$ cat src/rtl/line_serializer.sv
// line_serializer
//   Takes whole packed lines over a valid/ready handshake and streams them out
//   one pixel per cycle, tracking x/y position and flagging start/end of line.
//   A sticky done rises after the last pixel of the last line of a frame.
//   The next line is taken on the same edge the current line's last pixel
//   leaves, so consecutive lines stream without a bubble.
//
// Ports
//   clk         clock, rising edge
//   rst         asynchronous active-high reset
//   line_in     packed line, pixel 0 in the top PIXEL_W bits
//   line_valid  line_in valid
//   line_ready  a line can be accepted this cycle
//   pix_out     current pixel
//   pix_valid   pix_out valid
//   pix_ready   downstream accepts the pixel
//   pix_x       column of pix_out
//   pix_y       row of pix_out
//   sol         pix_out is column 0
//   eol         pix_out is the last column
//   done        frame fully emitted, held until rst
//
// state    | meaning
// ---------+------------------------------------------
// ST_IDLE  | line buffer empty, waiting for a line
// ST_SHIFT | line buffer loaded, emitting pixels
// ST_DONE  | whole frame emitted, waiting for reset

module line_serializer #(
    parameter int PIXELS_PER_LINE = 30,
    parameter int PIXEL_W         = 24,
    parameter int LINES           = 20,
    parameter int LINE_W          = PIXELS_PER_LINE * PIXEL_W,
    parameter int XW              = $clog2(PIXELS_PER_LINE),
    parameter int YW              = $clog2(LINES)
) (
    input  logic              clk,
    input  logic              rst,
    input  logic [LINE_W-1:0] line_in,
    input  logic              line_valid,
    output logic              line_ready,
    output logic [PIXEL_W-1:0] pix_out,
    output logic              pix_valid,
    input  logic              pix_ready,
    output logic [XW-1:0]     pix_x,
    output logic [YW-1:0]     pix_y,
    output logic              sol,
    output logic              eol,
    output logic              done
);

    localparam logic [1:0] ST_IDLE  = 2'd0;
    localparam logic [1:0] ST_SHIFT = 2'd1;
    localparam logic [1:0] ST_DONE  = 2'd2;

    localparam logic [XW-1:0] X_LAST = XW'(PIXELS_PER_LINE - 1);
    localparam logic [YW-1:0] Y_LAST = YW'(LINES - 1);

    logic [1:0]        state;
    logic [LINE_W-1:0] line_buf;
    logic              at_last_x;
    logic              at_last_y;
    logic              pix_xfer;
    logic              line_xfer;

    assign at_last_x = (pix_x == X_LAST);
    assign at_last_y = (pix_y == Y_LAST);

    assign pix_valid = (state == ST_SHIFT);
    assign pix_xfer  = pix_valid && pix_ready;

    // Accepting while the last pixel leaves is what removes the gap between
    // lines; it must look at pix_ready combinationally to do so.
    assign line_ready = (state == ST_IDLE) || (pix_xfer && at_last_x && !at_last_y);
    assign line_xfer  = line_valid && line_ready;

    // The buffer shifts toward the MSB, so the current pixel is always on top.
    assign pix_out = line_buf[LINE_W-1 -: PIXEL_W];

    assign sol = pix_valid && (pix_x == '0);
    assign eol = pix_valid && at_last_x;

    always_ff @(posedge clk or posedge rst) begin
        if (rst) begin
            state    <= ST_IDLE;
            line_buf <= '0;
            pix_x    <= '0;
            pix_y    <= '0;
            done     <= 1'b0;
        end else begin
            case (state)
                ST_IDLE: begin
                    if (line_xfer) begin
                        line_buf <= line_in;
                        pix_x    <= '0;
                        state    <= ST_SHIFT;
                    end
                end
                ST_SHIFT: begin
                    if (pix_xfer) begin
                        if (!at_last_x) begin
                            line_buf <= {line_buf[LINE_W-PIXEL_W-1:0], {PIXEL_W{1'b0}}};
                            pix_x    <= pix_x + 1'b1;
                        end else if (at_last_y) begin
                            state <= ST_DONE;
                            done  <= 1'b1;
                        end else begin
                            pix_y <= pix_y + 1'b1;
                            pix_x <= '0;
                            if (line_xfer) begin
                                line_buf <= line_in;
                            end else begin
                                state <= ST_IDLE;
                            end
                        end
                    end
                end
                ST_DONE: begin
                    done <= 1'b1;
                end
                default: begin
                    state <= ST_IDLE;
                end
            endcase
        end
    end

endmodule

$ cat config.mk
export PLATFORM = sky130hd
export DESIGN_NAME = line_serializer
export DESIGN_NICKNAME = d
export VERILOG_FILES = /design/src/rtl/line_serializer.sv
export SDC_FILE = /design/constraint.sdc
export NUM_CORES = 1
export LEC_CHECK = 0
export CAP_MARGIN = 20
export CORE_ASPECT_RATIO = 0.9
export CORE_MARGIN = 2
export CORE_UTILIZATION = 30
export DETAILED_ROUTE_END_ITERATION = 6
export PLACE_DENSITY = 0.49
export SLEW_MARGIN = 0
export SYNTH_ARGS = -nofsm -noshare
export SYNTH_HDL_FRONTEND = slang
export SYNTH_SLANG_ARGS = --single-unit
$ cat constraint.sdc
create_clock -name clk -period 35.4 [get_ports clk]
set_input_delay 7.08 -clock clk [delete_from_list [all_inputs] [get_ports clk]]
set_output_delay 7.08 -clock clk [all_outputs]
set_load 0.05 [all_outputs]
### Yosys cells after proc, flatten, opt, wreduce, memory -nomap -nowiden

Cells that the tools add are included.

| operators by class | value |
|---|---|
| $add $sub $neg | 2 |
| equality and inequality tests | 10 |
| mux-type cells | 20 |
| bitwise gates (word level) | 2 |
| reductions and logical operators | 17 |

Operator list:

| cell | number |
|---|---|
| $mux 720 | 4 |
| $pmux 720 s2 | 1 |
| $mux 5 | 4 |
| $reduce_and 4->1 | 3 |
| $add 5x1->5 const B | 2 |
| $eq 5x5->1 const B | 2 |
| $mux 2 | 5 |
| $pmux 5 s2 | 1 |
| $logic_and 1x1->1 | 6 |
| $ne 2x1->1 const B | 3 |
| $ne 3x3->1 const B | 2 |
| $pmux 2 s3 | 1 |
| $logic_not 5->1 | 1 |
| $reduce_and 5->1 | 1 |
| $reduce_bool 2->1 | 2 |
| $mux 1 | 3 |
| $reduce_and 3->1 | 1 |
| $eq 2x1->1 const B | 1 |
| $eq 2x2->1 const B | 1 |
| $logic_not 2->1 | 1 |
| $ne 2x2->1 const B | 1 |
| $not 1->1 | 2 |
| $pmux 1 s2 | 1 |
| $logic_not 1->1 | 1 |
| $logic_or 1x1->1 | 1 |

| storage, ports and cells | value |
|---|---|
| bits in registers | 733 |
| input port bits | 724 |
| word-level logic and storage cells | 56 |

### Depth between registers and ports, before layout

| depth | value |
|---|---|
| depth after elaboration | 11 |
| mapped depth | 11 |
| depth with buffers taken out | 6 |

### Worst setup path after synthesis

OpenSTA, ideal clock, no wires.

| timing | value |
|---|---|
| kind | input -> output |
| start | input pix_ready |
| end | output line_ready |
| data arrival time | 7,951 ps |
| data required time | 28,320 ps |
| setup slack | 20,369 ps |
| stages on the path | 2 |
| path through | nand3_1 a21oi_1 |

| between the ends | value |
|---|---|
| word-level cells in the longest chain between the ends | 4 |

Ends and longest elaborated chain:

| what | line | text |
|---|---|---|
| start: declaration | 44 | `input logic pix_ready,` |
| $logic_and 1x1->1 | 70 | `assign pix_xfer = pix_valid && pix_ready;` |
| $logic_and 1x1->1 (2 in a row) | 74 | `assign line_ready = (state == ST_IDLE) \|\| (pix_xfer && at_last_x && !at_last_y);` |
| $logic_or 1x1->1 | 74 |  |
| end: declaration | 41 | `output logic line_ready,` |

No other way between the ends.

### Worst setup path in the final report

Same ends and word-level chain as after synthesis.

==> reports/results.ini <==
[setup_path]
path_class = in2out
end_kind = primary output
crit_family = buffers and inverters
critPathMaxStageDelay_ns = 0.83
cp_num_buf_inv = 2
worstPathMaxFanout = 8
crit_cells = 4
worst_path_most_repeated_cell = clkdlybuf4s50_1
worst_setup_path_start_kind = input port
crit_chain = clkdlybuf4s50_1 -> nand3_1 -> a21oi_1 -> clkdlybuf4s50_1
critPathSlowestCell = clkdlybuf4s50_1
critPathArrivalTime_ns = 8.91
ff2ff_path_depth = 8
cp_data_required_time_ns = 28.32

[sta]
period_share_pct = 45.2
slew_headroom_pct = 15.0
tns_ns = 0
max_freq_ghz = 0.0625
finalHoldViolCount = 0
grt_setup_unrepaired = no
worst_pin_slew_ns = 1.28
finalMaxSlewViolations = 0
setup-violations-final = 0
fin_crit_ns = 15.99
hold-worst-slack_ns = 0.484
finalClockSkew_ns = 0.0296

[synthesis]
avgSynthCellArea_um2 = 13.1
synth_area_um2 = 32900
synth_flop_cell = dfrtp_1
yosys_register_bits = 733
ys.warnings.count = 0
syn_nets = 3247
yosysSeqAreaShare_pct = 55.8
synth_cell_types = 37
async_reset_ff_share_pct = 100
synth_edf_count = 0
postSynthCellCount = 2519

[clock_tree]
cts.sinks = 733
cts_setup_buffers = 0
cts_tree = done
clk_pin_slew_ns = 0.06
hold_buffers = 0
cts_buffer_depth = 3
insertion_delay_ns = 0.66
cts_made_buffers = 86
clockRootBuffer = clkbuf_16
htree_levels = 3
post_cts_resized = 0

[die]
core_area_um2 = 109000
start_util_pct = 30.2
chipWidth_um = 353
die_y_um = 318
num_rows = 115
io_pins = 763
dieArea_um2 = 112000

[drt]
viasPerCell = 5.15
drtIter0Drc = 2044
routedWlPerCell_um = 25.1
drtPass1Iterations = 6
drc_errors = 0
antenna_left = 0
wl_mm = 118
via_count = 24300

[min_path]
whs_path_depth = 1
hp-class = reg2reg

[global_routing]
grt_max_degree = 221
grt_pass1_vias = 26200
antenna_found_initial = 62
grt-ovfl-total = 0
grt_pass1_wl_mm = 177
track_usage_pct = 20.7

[power]
vdd_ir_drop_max_mv = 0.0302
p_leak_nw = 16.7
p_per_area_nw_per_um2 = 46.1

[layout]
layout_common_cells = clkdlybuf4s50_1 (762), dfrtp_1 (733), nand2b_1 (698), o221a_1 (500), o221a_2 (196)
final_nets = 3867
area_growth_pct = 34.6
final_common_cell = clkdlybuf4s50_1
layout-drive-gt1-share_pct = 11.7

[run]
cap_violations = 0

[placed_design]
dp_hpwl_mm = 81.6
port_buffers = 762
gp_congestion = 0.851

[status]
status = finished clean

[worst reg2reg max path, stage by stage (launching register included)]
cell,delay [ns]
dfrtp_1,0.42
ha_1,0.25
nand4bb_1,0.48
and4b_1,0.31
or3_4,0.29
buf_4,0.75
buf_4,0.91
buf_4,1.07
o221a_2,0.38
[cells in the mapped netlist (2+ instances only)]
cell type / count / area share [%]
buf_2: 17 / 0.26
buf_6: 56 / 1.9
dfrtp_1: 733 / 56
mux2i_1: 25 / 0.76
clkbuf_1: 158 / 1.8
nand4_1: 4 / 0.076
a21oi_1: 2 / 0.030
buf_1: 8 / 0.091
buf_4: 24 / 0.55
nand2b_1: 698 / 13
o221a_2: 196 / 6.7
nand3_1: 4 / 0.061
o31ai_1: 3 / 0.068
or2_2: 2 / 0.038
inv_1: 28 / 0.32
ha_1: 4 / 0.15
nand2_1: 28 / 0.32
or3_1: 2 / 0.038
and4_1: 2 / 0.053
xnor2_1: 3 / 0.080
o221a_1: 500 / 17
o21ai_0: 2 / 0.030
a21o_1: 3 / 0.068
nor2_1: 4 / 0.046
[flip-flops by register name, summed over array words and instances (netlist names)]
register and cells:
state 2, done 1, line_buf 720, pix_x 5
pix_y 5
[through the flow]
| step | instance area (um2) | instances | util, % | total power [mW] | worst slack [ns] |
|---|---|---|---|---|---|
| floorplan | 32900 | 2519 | - | 1.02 | 7.75 |
| global placement | 41100 | 4510 | 37.7 | 1.12 | 19.39 |
| detailed placement | 41100 | 4510 | 37.7 | 1.13 | 19.44 |
| CTS | 44000 | 4664 | 40.4 | 2.07 | 19.43 |
| global route | 44200 | 4704 | 40.6 | 2.12 | 19.33 |
| finish | 44200 | 4712 | 40.6 | 2.04 | 19.41 |
[where the power goes]
| part | internal [mW] | switching [mW] | total (mW) | leakage [nW] |
|---|---|---|---|---|
| logic | 0.137 | 0.0533 | 0.190 | 6.20 |
| clock network | 0.560 | 0.371 | 0.931 | 1.45 |
| registers | 0.890 | 0.0307 | 0.921 | 9.02 |
[per-layer routing]
metal / share of wire, % / vias up / global-route usage (%) / wire length [um]
met5: 0.20 / - / 0 / 238
li1: - / 10900 / - / -
met2: 49 / 693 / 33.6 / 58300
met3: 6.2 / 189 / 5.66 / 7290
met1: 42 / 12500 / 26.2 / 49300
met4: 2.8 / 36 / 8.02 / 3270
[kinds of logic (layout without fill, tap and decap cells)]
logic type / count (synthesis) / after routing / synth area share (%)
AO/OA/AOI/OAI: 710 / 710 / 24.1
XOR/XNOR: 4 / 4 / 0.107
adder cells (fa/ha/maj): 4 / 4 / 0.152
buffers and inverters: 292 / 978 / 4.95
flip-flops: 733 / 733 / 55.8
multiplexers: 26 / 26 / 0.795
other: 0 / 45 / 0
AND/OR/NAND/NOR: 750 / 750 / 14.1
[final cells by class]
cell class                 count  area, um2
timing repair buffer         795       7970
inverter                      29        116
clock buffer                 130       2610
antenna                       45        113
sequential                   733      18300
multi-input combinational   1494      12900
tap                         1462       1830
fill                       10400      64700
clock inverter                24        329
[final timing paths]
path,end,slack (ns),from
max,line_ready,19.41,pix_ready
min,done$_DFFE_PP0P_,0.48,done$_DFFE_PP0P_
max reg2reg,line_buf[201]$_DFFE_PP0P_,30.49,pix_y[0]$_DFFE_PP0P_
min reg2reg,done$_DFFE_PP0P_,0.48,done$_DFFE_PP0P_
max in group asynchronous,line_buf[396]$_DFFE_PP0P_,24.33,rst
min in group asynchronous,line_buf[219]$_DFFE_PP0P_,6.94,rst
(Power assumes the default switching activity.)
==> RTL change: new RTL, same flow settings <==
Set the parameter `LINES` to 10 (it was 20).
--- a/src/rtl/line_serializer.sv
+++ b/src/rtl/line_serializer.sv
@@ -31,3 +31,3 @@
     parameter int PIXEL_W         = 24,
-    parameter int LINES           = 20,
+    parameter int LINES           = 10,
     parameter int LINE_W          = PIXELS_PER_LINE * PIXEL_W,
Interface: changed (resized pix_y); port bits go from 763 to 762. No check against the original RTL was run, so the function may have changed too.
==> RTL change against the original RTL <==
The run now ends with max-slew violations left. Critical path type unchanged. Power rose by 1.1%. Largest power group unchanged. Routed wire length rose by 5.3%. Cell area barely moved. Synthesized cell count rose by 3.1%. Setup slack got worse by 0.36 ns. Sequential cell count fell by 1. Cell count fell by 0.34%. Combinational power fell by 7%. Clock power rose by 3.7%. Fmax fell by 2.2%. Synthesized area rose by 0.54%.
==> RTL change: results (changes against the original RTL) <==
## Route
• length of the first detailed-routing pass in iterations: 5, -1
• Iter 0 DRT Violations: 2,330, +14%
• met1 WL: 52.80 mm, +7.1%
• wire length on met3: 8.058 mm, +10%
• post-DR wirelength/cell: 26.55 um, +5.7%
• via count: 25.95k, +6.9%

## Setup path
• Critical Path Max Stage Delay: 0.83 ns, about the same
• number of cell instances on the worst register-to-register path: 9, +1
• worst r2r src: pix_x[1]$_DFFE_PP0P_
• worst path arrival time: 9.26 ns, +0.35 ns
• critical-path maximum fanout: 6, -2

## Pwr
• maximum resistive drop on vdd: 0.03353 mV, +11%
• leak pwr: 16.48 nW, -1.1%
• power density over cell area: 46.69 mW/mm2, +1.2%

## Place
• final estimated routing congestion in global placement: 0.8964, +5.4%
• number of port buffers: 761, -0.13%
• worst setup slack after placement: 18.98 ns, -0.4597 ns
• Cells after DPL: 4,507, -0.067%
• instance area after placement: 0.04101 mm2, -0.23%

## Run status
• outcome: finished with violations
• failing checks: max-slew violations

## Yosys
• xor/xnor cell area share of the yosys netlist: 0.0007948, -0.0002707
• cell types with the largest area share after synthesis: sky130_fd_sc_hd__dfrtp_1 (55%), sky130_fd_sc_hd__o221a_1 (17%), sky130_fd_sc_hd__or3_1 (13%)
• most frequent cells after synthesis: sky130_fd_sc_hd__dfrtp_1 (732), sky130_fd_sc_hd__or3_1 (696), sky130_fd_sc_hd__o221a_1 (500), sky130_fd_sc_hd__clkbuf_1 (201), sky130_fd_sc_hd__o221a_2 (195)
• Net Count, Synth: 3,327, +2.5%
• fraction of the yosys area taken by sequential cells: 0.5541, -0.003755
• Primary FF master, synth: sky130_fd_sc_hd__dfrtp_1
• area fraction in compound gates after synthesis: 0.2448, +0.003548
• Post-Synth Adder-Cell Area: 0.001892, +0.0003703
• Syn Area/Cell: 12.72 um2, -2.5%
• mux cell area share after synthesis: 0, -0.007953

## Global route
• largest net degree at the start of global routing: 260, +18%
• via count of the first global-routing pass: 27.67k, +5.7%
• antenna violations before repair: 46, -26%
• met3 routing resource usage after global routing: 0.05894, +0.002380
• overall routing resource usage: 0.2150, +0.007944
• fraction of met1 tracks used by global routing: 0.2784, +0.01650

## STA
• transition time at the pin with the least slew margin: 1.591 ns, +0.3157 ns
• worst setup skew after layout: 0.02587 ns, -0.003731 ns
• hold slack final: 0.4931 ns, +0.009286 ns
• final max-slew violation count: 99, +99

## Cells and area
• fillcell total: 10.47k, +0.54%
• total number of nets in the final design: 3,864, -0.078%
• share of post-route cells with drive strength above 1: 0.1178, +0.001138
• number of non-filler instances in the completed layout: 4,696, -0.34%
• largest registers in the final layout: line_buf (720), pix_x (5), pix_y (4)

## Clocking
• Inserted Clock Buffers: 86, unchanged

[RTL change: report_power, final]
| group | internal [mW] | total [mW] | switching (mW) | leakage (nW) |
|---|---|---|---|---|
| logic | 0.123 | 0.176 | 0.0533 | 5.94 |
| clock network | 0.590 | 0.965 | 0.375 | 1.53 |
| registers | 0.889 | 0.923 | 0.0334 | 9.02 |
[RTL change: through the flow]
stage	power, mW	util
floorplan	1.003	-
global placement	1.111	0.3748
detailed placement	1.116	0.3750
CTS	2.090	0.4033
global route	2.146	0.4042
finish	2.064	0.4042
[RTL change: how the worst min path moves through the flow]
stage                                  from                      end  cells after the start
floorplan           line_buf[0]$_DFFE_PP0P_  line_buf[0]$_DFFE_PP0P_                      2
global placement           done$_DFFE_PP0P_         done$_DFFE_PP0P_                      1
detailed placement         done$_DFFE_PP0P_         done$_DFFE_PP0P_                      1
CTS                        done$_DFFE_PP0P_         done$_DFFE_PP0P_                      1
global route               done$_DFFE_PP0P_         done$_DFFE_PP0P_                      1
finish                     done$_DFFE_PP0P_         done$_DFFE_PP0P_                      1
[RTL change: kinds of logic (layout without fill, tap and decap cells)]
logic type      count (synthesis)  count (layout)
compound gates                741             741
flops                         732             732
other cells                     0              26
xor+xnor                        3               3
buf+inv                       347             957
simple gates                  770             770
fa+ha+maj                       5               5
[RTL change: final cells by class]
cell class / count / share of cell area
Clock buffer: 135 / 0.06111
Multi-Input combinational cell: 1519 / 0.2917
Antenna cell: 26 / 0.001472
Timing Repair Buffer: 790 / 0.1805
Inverter: 6 / 0.0006793
Clock inverter: 26 / 0.008718
Tap cell: 1462 / 0.04138
Sequential cell: 732 / 0.4144
